**config.mk**
```make
export PLATFORM = sky130hd
export DESIGN_NAME = bcd_cnt
export DESIGN_NICKNAME = d
export VERILOG_FILES = /design/src/rtl/bcd_cnt.sv
export SDC_FILE = /design/constraint.sdc
export NUM_CORES = 1
export LEC_CHECK = 0
export BUFFER_PORTS_ARGS = -buffer_cell sky130_fd_sc_hd__buf_2
export CAP_MARGIN = 20
export CORE_ASPECT_RATIO = 1.25
export CORE_MARGIN = 2
export CORE_UTILIZATION = 38
export DETAILED_ROUTE_END_ITERATION = 8
export PLACE_DENSITY_LB_ADDON = 0.05
export SETUP_SLACK_MARGIN = 0.02
export SLEW_MARGIN = 20
export SYNTH_ARGS = -nofsm -noshare
export SYNTH_HDL_FRONTEND = slang
export SYNTH_SLANG_ARGS = --single-unit
```
**constraint.sdc**
```tcl
create_clock -name clk -period 3.8 [get_ports clk]
set_clock_uncertainty 0.05 [all_clocks]
set_input_delay 0 -clock clk [delete_from_list [all_inputs] [get_ports clk]]
set_output_delay 0 -clock clk [all_outputs]
set_load 0.01 [all_outputs]
```
**src/rtl/bcd_cnt.sv**
```systemverilog
// Single-digit BCD up/down counter with built-in prescaler, synchronous load
// and a one-cycle carry/borrow pulse for cascading further digits.
module bcd_cnt #(
  parameter int unsigned DIV = 50_000_000,
  parameter int unsigned PW  = 26
) (
  input  logic       clk,
  input  logic       rst,
  input  logic       en,
  input  logic       up,
  input  logic       ld,
  input  logic [3:0] ld_val,
  output logic [3:0] dig,
  output logic       co
);

  localparam logic [PW-1:0] PRE_MAX = PW'(DIV - 1);

  logic [PW-1:0] pre_q, pre_d;
  logic [3:0]    dig_q, dig_d;
  logic          co_q,  co_d;
  logic          step;

  // A step fires on the same edge the prescaler wraps; with DIV=1 that is every enabled edge.
  always_comb begin
    step = en && (pre_q == PRE_MAX);
  end

  always_comb begin
    pre_d = pre_q;
    if (ld) begin
      pre_d = '0;
    end else if (en) begin
      pre_d = step ? '0 : pre_q + PW'(1);
    end
  end

  always_comb begin
    dig_d = dig_q;
    co_d  = 1'b0;
    if (ld) begin
      dig_d = (ld_val > 4'd9) ? 4'd9 : ld_val;
    end else if (step) begin
      if (up) begin
        if (dig_q == 4'd9) begin
          dig_d = 4'd0;
          co_d  = 1'b1;
        end else begin
          dig_d = dig_q + 4'd1;
        end
      end else begin
        if (dig_q == 4'd0) begin
          dig_d = 4'd9;
          co_d  = 1'b1;
        end else begin
          dig_d = dig_q - 4'd1;
        end
      end
    end
  end

  always_ff @(posedge clk) begin
    if (rst) begin
      pre_q <= '0;
      dig_q <= '0;
      co_q  <= 1'b0;
    end else begin
      pre_q <= pre_d;
      dig_q <= dig_d;
      co_q  <= co_d;
    end
  end

  assign dig = dig_q;
  assign co  = co_q;

endmodule

```
### Yosys cells after proc, flatten, opt, wreduce, memory -nomap -nowiden

Cells that the tools add are included.

* output and inout port bits: 5
* register bits: 31
* word-level logic and storage cells: 25

* bitwise gates (word level): 1
* order comparisons: 1
* add/subtract/negate cells: 3
* multiplexer cells: 10
* eq/ne operators: 2
* reductions and logical operators: 5

Operator list (count)
* adder 26 x 1 -> 26 bit, second input constant: 1
* == test 26 bit, second input constant: 1
* 2-to-1 mux 26 bit: 1
* 2-to-1 mux 4 bit: 6
* adder 4 x 1 -> 4 bit, second input constant: 1
* == test 4 bit, second input constant: 1
* greater-than comparator 4 bit, second input constant: 1
* zero test 4 bit: 1
* subtractor 4 x 1 -> 4 bit, second input constant: 1
* 2-to-1 mux 1 bit: 3
* OR reduction 3 bit: 1
* nonzero test 2 bit: 1
* OR reduction 2 bit: 1
* logical AND 1 bit: 1
* inverter 1 bit: 1

### Logic depth before layout (Yosys ltp)

Gate-level depths: netlist (run 1).

* word-level depth: 5
* depth in mapped cells: 8
* gate-level depth less buffers: 6

### Worst setup path after synthesis (run 1)

No wires, ideal clock.

* kind: register to register
* start point: reg pre_q[0]
* end point: reg dig_q[3] (netlist: dig[3])
* data required time: 3.636 ns
* arrival: 1.836 ns
* setup slack: 1.799 ns
* stages on the path, launching flop included: 7
* path through: dfxtp_1 ha_1 nand3_4 or4_4 buf_6 mux2i_1 a2111oi_0

* cells in the longest elaborated chain, start to end: 3

Ends and longest elaborated chain
* start: declaration: RTL line 19 `logic [PW-1:0] pre_q, pre_d;`
* start signal: assignment: RTL line 68 `pre_q <= pre_d;`
* == test 26 bit: RTL line 26 `step = en && (pre_q == PRE_MAX);`
* logical AND 1 bit: RTL line 26
* nonzero test 2 bit (no line)
* end signal: assignment: RTL line 69 `dig_q <= dig_d;`
* end: declaration: RTL line 20 `logic [3:0] dig_q, dig_d;`

No other way between the ends.
A chain may end at the register's enable or synchronous reset.

### Worst setup path in the final report (run 1)

* start point: reg pre_q[0]
* end point: reg dig_q[0] (netlist: dig[0])

Same word-level chain as after synthesis.

==> results of run 1 <==
## flip-flops by register name, summed over array words and instances (netlist names)
name and flops:
dig 4, co 1, pre_q 26
## worst reg2reg max path: stages, from the launching register on
cell and delay (ps):
dfxtp_1 440, ha_1 310, nand3_4 140, or4_4 610, xor2_2 190, a221oi_2 260, dlygate4sd3_1 570
## layer usage
layer,vias to the layer above,track usage [%]
met3,6,4.58
met2,30,29.2
met4,0,6.60
met5,-,0
met1,686,17.8
li1,702,-
## layout by cell type, fill, tap and decap left out, types with 2 or more instances in the layout
master and instances:
nand4_1 10, and3_1 5, nor4bb_1 2, clkbuf_8 6
dfxtp_1 31, mux2i_1 2, nor2_1 34, a21oi_1 5
inv_1 2, dlygate4sd3_1 6, nor3_1 4, nand3_1 14
buf_2 13, and4_1 3, xor2_1 17, nand2_1 12
nand2b_1 2, xnor2_1 8, o21ai_0 6, nor4_1 7
## where the power goes
group | leakage (µW) | internal (µW) | total (µW) | switching [µW]
Combinational | 0.000335 | 18.7 | 39.0 | 20.3
Sequential | 0.000250 | 328 | 335 | 7.00
Clock | 0.0000612 | 212 | 333 | 121
## path summary, 6_finish.rpt
| check | to | slack (ps) | start | cells past startpoint |
|---|---|---|---|---|
| setup / recovery | dig[0] | 1180 | pre_q[0] | 6 |
| hold / removal | pre_q[1] | 50 | ld | 3 |
| setup reg to reg | dig[0] | 1180 | pre_q[0] | 6 |
| hold reg to reg | pre_q[25] | 470 | pre_q[25] | 2 |
## timing repair
item,4_1_cts,5_1_grt
hold endpoints to repair,5,0
hold buffers,6,0
setup endpoints to repair,0,0
## cells by family (layout without fill, tap and decap cells)
group,Yosys count,count (layout),synth area share [%]
simple gates,101,101,33.5
xor+xnor,26,26,14.7
mux,2,2,1.25
compound gates,18,18,7.36
flops,31,31,38.8
fa+ha+maj,1,1,0.783
buf+inv,11,29,3.52
## per-stage QoR
step / util (%) / power (µW)
after floorplan: - / 365
after global placement: 41.4 / 375
after detailed placement: 41.4 / 377
after CTS: 45.8 / 720
after global routing: 45.8 / 745
final: 45.8 / 707
## area by class of cell
class | instances | area, µm² | share of cell area [%]
Timing Repair Buffer | 19 | 125 | 6.72
Clock inverter | 2 | 35.0 | 1.88
Clock buffer | 6 | 82.6 | 4.44
Inverter | 2 | 7.51 | 0.403
Multi-Input combinational cell | 148 | 921 | 49.5
Tap cell | 56 | 70.1 | 3.76
Sequential cell | 31 | 621 | 33.3
==> impl_metrics.tcl, run 1 <==
set metrics [dict create \
    rsz0062_at_grt "no" \
    layout-drive-gt1-share_pct 13.5 \
    peakVddDrop_uv 160 \
    synth_edf_count 0 \
    hold_violations 0 \
    synth_most_common_cell "nor2_1" \
    gp_congestion 0.810 \
    layout.nets 217 \
    fillers 416 \
    ys_top_cells_by_area "dfxtp_1, xor2_1, nor2_1" \
    die_h_um 76.5 \
    drv_cap 0 \
    fmax_mhz 382 \
    synth_cell_types 39 \
    diodes 0 \
    synthCells 190 \
    synth_top_cells_by_count "nor2_1, dfxtp_1, xor2_1" \
    cts_tree "yes" \
    power.density_mw_per_mm2 380 \
    cts_made_buffers 5 \
    grt_pass1_wl_um 6050 \
    ys_warn_count 0 \
    portBuffers 13 \
    ys.flop_type "dfxtp_1" \
    synthArstFlopShare_pct 0 \
    wl_met2_um 1880 \
    cts.clk_slew.worst_paths_ps 60 \
    status "completed" \
    post_cts_buffers 0 \
    ys_ff_latch 31 \
    post_drt_wl_per_cell_um 12.9 \
    dp_hpwl_um 2540 \
    cp_num_buf_inv 1 \
    die_area_mm2 0.00474 \
    critPathSlowestCell "or4_4" \
    min_path_type "primary input to flip-flop" \
    cp_data_arrival_time_ps 2800 \
    design_area_mm2 0.00186 \
    critPathMaxFanout 9 \
    dpl.cell_count 250 \
    num_vias 1424 \
    via_per_inst 5.39 \
    routed_wl_um 3410 \
    drtIter0Drc 66 \
    worst_pin_slew_ps 921 \
    critPathLaunchType "flip-flop" \
    finalCritPeriodShare_pct 68.9 \
    wl_met3_um 112 \
    seq_area_frac_synth_pct 38.8 \
    place_ws_ps 1580 \
    grt_max_degree 24 \
    syn2layout_area_growth_pct 16.5 \
    yosys.area.top_type_share_pct 38.8 \
    drc 0 \
    design.core.area_mm2 0.00407 \
    worst_slack_ps 1180 \
    std_cell_rows 26 \
    clk_latency_ps 280 \
    antenna_found_initial 0 \
    wl_met1_um 1350 \
    root_buffer "clkbuf_8" \
    syn_area_mm2 0.00160 \
    worst_path_largest_cell_delay_ps 610 \
    overflow 0 \
    finalNonFillerCells 264 \
    relSlewSlack_pct 38.0 \
    post_cts_resized 0 \
    endpoint_kind "flip-flop" \
    synth_top_area_cell "dfxtp_1" \
    topRoutingLayerUsed "met4" \
    num_io_pins 14 \
    initial_core_util_pct 39.3 \
    period_needed_ps 2620 \
    htree_levels 2 \
    syn_nets 200 \
    cp.required_ps 3980 \
    grt_pass1_vias 1414 \
    place_area_mm2 0.00168 \
    cp_cell_sequence "ha_1 -> nand3_4 -> or4_4 -> xor2_2 -> a221oi_2 -> dlygate4sd3_1" \
    path_delay_family "simple AND/OR/NAND/NOR gates" \
    fp.dieW_um 62.0 \
    ctsLongestPathBuffers 2 \
    setup_viol 0 \
    first_pass_iters 4 \
    antenna_left 0 \
    holdWs_ps 52.3 \
    track_usage_pct 16.6 \
    critPathKind "flip-flop to flip-flop" \
    setup-tns-final_ps 0 \
    syn_avg_cell_area_um2 8.41 \
    power_leakage_uw 0.000646 \
    final_max_slew_viol_count 0 \
    clkSinkCount 31 \
]
Note: power is estimated with default switching activity, not from simulation.
==> run 2: changes to the inputs <==
==> constraint.sdc (replaced) <==
create_clock -name clk -period 2.3 [get_ports clk]
set_clock_uncertainty 0.05 [all_clocks]
set_input_delay 0 -clock clk [delete_from_list [all_inputs] [get_ports clk]]
set_output_delay 0 -clock clk [all_outputs]
set_load 0.01 [all_outputs]
==> impl_metrics.tcl, run 2 (synthesis results as in run 1) <==
set metrics [dict create \
    num_vias 1396 \
    finalNonFillerCells 270 \
    track_usage_pct 17.5 \
    status "completed" \
    largest_reg_flops 26 \
    cp_data_arrival_time_ps 2180 \
    design.core.area_mm2 0.00407 \
    die_area_mm2 0.00474 \
    via_per_inst 5.17 \
    syn2layout_area_growth_pct 19.4 \
    routed_wl_um 3540 \
    post_cts_buffers 0 \
    critPathKind "flip-flop to flip-flop" \
    worst_path_largest_cell_delay_ps 520 \
    drtIter0Drc 74 \
    diodes 0 \
    fp.dieW_um 62.0 \
    grt_pass1_vias 1375 \
    grt_pass1_wl_um 6180 \
    dp_hpwl_um 2570 \
    initial_core_util_pct 39.3 \
    dpl.cell_count 256 \
    cp_num_buf_inv 0 \
    relSlewSlack_pct 73.0 \
    layout-drive-gt1-share_pct 15.9 \
    drc 0 \
    gp_congestion 0.846 \
    clkSinkCount 31 \
    endpoint_kind "flip-flop" \
    final_max_slew_viol_count 0 \
    cp.required_ps 2430 \
    power_uw 1100 \
    cts.clk_slew.worst_paths_ps 60 \
    power_leakage_uw 0.000673 \
    peakVddDrop_uv 246 \
    cts_made_buffers 5 \
    setup_viol 0 \
    final_common_cell "nor2_1" \
    rsz0062_at_grt "no" \
    worst_pin_slew_ps 401 \
    power.density_mw_per_mm2 575 \
    regMostFlops "pre_q" \
    min_path_type "primary input to flip-flop" \
    period_needed_ps 2040 \
    cts_tree "yes" \
    critPathSlowestCell "or4_4" \
    post_drt_wl_per_cell_um 13.1 \
    cp_cell_sequence "nor4bb_1 -> nand4_1 -> or4_4 -> mux2i_1 -> a2111oi_2" \
    die_h_um 76.5 \
    antenna_left 0 \
    path_delay_family "simple AND/OR/NAND/NOR gates" \
    portBuffers 13 \
    num_io_pins 14 \
    root_buffer "clkbuf_8" \
    final_cell_mix "nor2_1, dfxtp_1, xor2_1" \
    drv_cap 0 \
    grt_max_degree 24 \
    htree_levels 2 \
    overflow 0 \
    fmax_mhz 490 \
    setup-tns-final_ps 0 \
    hold_violations 0 \
    layout.nets 223 \
    first_pass_iters 4 \
    ctsLongestPathBuffers 2 \
    clk_latency_ps 280 \
    finalCritPeriodShare_pct 88.8 \
    std_cell_rows 26 \
    critPathMaxFanout 9 \
    antenna_found_initial 0 \
    critPathLaunchType "flip-flop" \
]
[run 2: changes by cell type in the layout (fill, tap and decap cells not counted)]
cell	change
buf_4	+5
a2111oi_0	-1
a2111oi_2	+1
buf_12	+1
bufinv_16	-1
clkbuf_1	+1
clkbuf_8	+1
clkinv_2	-1
[run 2: stage by stage]
step	setup slack (ps)	utilization (%)	instance area, µm²	hold slack, ps
finish	257	46.9	1910	67.3
global route	150	46.9	1910	75.1
CTS	239	46.8	1900	48.4
detailed placement	260	42.8	1740	163
global placement	311	42.8	1740	160
floorplan	299	-	1600	16.2
[run 2: final cells by class]
type / instances / area [µm²]
Timing Repair Buffer: 25 / 183
Multi-Input combinational cell: 148 / 927
Inverter: 2 / 7.51
Tap cell: 56 / 70.1
Fill cell: 414 / 2160
Sequential cell: 31 / 621
Clock buffer: 8 / 100
[run 2: final timing paths]
path | slack, ps | from | cells past startpoint | end
worst min-delay path | 70 | ld | 3 | pre_q[1]
worst max register to register | 260 | pre_q[23] | 5 | dig[3]
worst min register to register | 470 | pre_q[22] | 2 | pre_q[22]
worst max-delay path | 260 | pre_q[23] | 5 | dig[3]
[run 2: report_power, final]
| part | switching, µW | internal [µW] | leakage [µW] |
|---|---|---|---|
| registers | 10.5 | 542 | 0.000250 |
| clock network | 198 | 273 | 0.0000515 |
| logic | 38.4 | 36.1 | 0.000371 |
| total | 247 | 851 | 0.000673 |
[run 2: worst reg2reg max path: stages (launching register included)]
cell and delay, ps:
dfxtp_1 370, nor4bb_1 350, nand4_1 130, or4_4 520, mux2i_1 170, a2111oi_2 350
[run 2: what timing repair did]
action | in CTS | in global routing
hold buffers | 6 | 0
hold endpoints to repair | 5 | 0
gates resized for setup | 0 | 2
endpoints found under the setup margin | 0 | 1
[run 2: layer usage]
| metal | routed length (µm) | GRT usage (%) | vias up |
|---|---|---|---|
| li1 | - | - | 711 |
| met1 | 1380 | 18.4 | 650 |
| met2 | 1930 | 29.9 | 25 |
| met3 | 108 | 5.77 | 10 |
| met4 | 121 | 8.09 | 0 |
| met5 | 0 | 0 | - |
==> run 3: changes to the inputs <==
--- a/config.mk
+++ b/config.mk
@@ -10,8 +10,11 @@
 export CORE_ASPECT_RATIO = 1.25
 export CORE_MARGIN = 2
 export CORE_UTILIZATION = 38
+export CTS_BUF_LIST = sky130_fd_sc_hd__clkbuf_4 sky130_fd_sc_hd__clkbuf_8
 export DETAILED_ROUTE_END_ITERATION = 8
+export MAX_ROUTING_LAYER = met4
 export PLACE_DENSITY_LB_ADDON = 0.05
+export RECOVER_POWER = 25
 export SETUP_SLACK_MARGIN = 0.02
 export SLEW_MARGIN = 20
 export SYNTH_ARGS = -nofsm -noshare
==> impl_metrics.tcl, run 3 (synthesis results as in run 1) <==
set metrics [dict create \
    gp_congestion 0.859 \
    final_cell_mix "nor2_1, dfxtp_1, xor2_1" \
    drv_cap 0 \
    reg2reg_from "pre_q[23]" \
    ff2ff_path_depth 5 \
    rsz0062_at_grt "no" \
    syn2layout_area_growth_pct 19.3 \
    clk_latency_ps 280 \
    critPathSlowestCell "or4_4" \
    status "completed" \
    layout.nets 223 \
    min_to "pre_q[1]" \
    critPathLaunchType "flip-flop" \
    final_max_slew_viol_count 0 \
    min_path_type "primary input to flip-flop" \
    die_area_mm2 0.00474 \
    peakVddDrop_uv 246 \
    routed_wl_um 3520 \
    drc 0 \
    cts_made_buffers 5 \
    portBuffers 13 \
    hold_path.startpoint "ld" \
    grt_max_degree 24 \
    track_usage_pct 18.0 \
    cp_num_buf_inv 0 \
    largest_reg_flops 26 \
    drtIter0Drc 93 \
    cts.clk_slew.worst_paths_ps 60 \
    first_pass_iters 4 \
    cts_tree "yes" \
    post_cts_buffers 0 \
    finalCritPeriodShare_pct 88.9 \
    cp.required_ps 2430 \
    htree_levels 2 \
    final_core_util_pct 46.9 \
    path_delay_family "simple AND/OR/NAND/NOR gates" \
    grt_pass1_wl_um 6180 \
    diodes 0 \
    die_h_um 76.5 \
    design.core.area_mm2 0.00407 \
    final_common_cell "nor2_1" \
    antenna_found_initial 0 \
    hold_violations 0 \
    std_cell_rows 26 \
    grt_pass1_vias 1374 \
    worst_pin_slew_ps 412 \
    fmax_mhz 489 \
    path_depth 5 \
    num_vias 1394 \
    period_needed_ps 2040 \
    clkSinkCount 31 \
    worst_path_largest_cell_delay_ps 530 \
    power.density_mw_per_mm2 581 \
    dp_hpwl_um 2570 \
    power_leakage_uw 0.000657 \
    initial_core_util_pct 39.3 \
    critPathMaxFanout 9 \
    via_per_inst 5.16 \
    fp.dieW_um 62.0 \
    ctsLongestPathBuffers 2 \
    cp_data_arrival_time_ps 2180 \
    antenna_left 0 \
    setup-tns-final_ps 0 \
    r2r_slack_ps 260 \
    layout-drive-gt1-share_pct 14.0 \
    holdWs_ps 62.6 \
    post_drt_wl_per_cell_um 13.0 \
    min_path_cells 3 \
    regMostFlops "pre_q" \
    overflow 0 \
    critPathKind "flip-flop to flip-flop" \
    cp_cell_sequence "nor4bb_1 -> nand4_1 -> or4_4 -> mux2i_1 -> a2111oi_2" \
    timing.rr.end "dig[3]" \
    relSlewSlack_pct 72.3 \
    setup_viol 0 \
    root_buffer "clkbuf_8" \
    num_io_pins 14 \
    endpoint_kind "flip-flop" \
]
## run 3: area by class of cell
class / instances / area, µm²
inverter: 2 / 7.51
multi-input combinational: 148 / 927
tap: 56 / 70.1
timing repair buffer: 25 / 176
clock buffer: 8 / 104
fill: 415 / 2160
sequential: 31 / 621
## run 3: metrics by stage
stage                     setup WS (ps)  power, µW  instances  area [µm²]
after floorplan                     299        603        190        1600
after global placement              311        627        256        1740
after detailed placement            260        629        256        1740
after CTS                           239       1130        270        1910
after global routing                151       1160        270        1910
final                               256       1110        270        1910
## run 3: per-layer routing
layer | part of all wire (%) | global-route usage [%]
met1 | 38 | 18.5
met2 | 55 | 29.9
met3 | 3.3 | 5.60
met4 | 3.4 | 8.09
met5 | 0 | -
## run 3: repair_timing
action / in CTS / in global routing
endpoints found under the hold margin: 5 / 0
hold buffers: 6 / 0
setup endpoints to repair: 0 / 1
resized for setup: 0 / 2
## run 3: worst register-to-register path: stages, from the launching register on
cell and delay [ps]:
dfxtp_1 370, nor4bb_1 350, nand4_1 130, or4_4 530, mux2i_1 170, a2111oi_2 350
## run 3: worst max-delay path by stage
stage / slack (ps) / start / endpoint
after floorplan: 300 / pre_q[0] / dig[3]
after global placement: 310 / pre_q[23] / dig[3]
after detailed placement: 260 / pre_q[2] / dig[3]
after CTS: 240 / pre_q[2] / dig[3]
after global routing: 150 / pre_q[6] / dig[3]
final: 260 / pre_q[23] / dig[3]
## run 3: where the power goes
part	switching, µW	total (µW)	internal, µW	leakage (µW)
sequential	10.3	552	542	0.000250
combinational	38.1	73.2	35.1	0.000351
clock	198	482	285	0.0000549
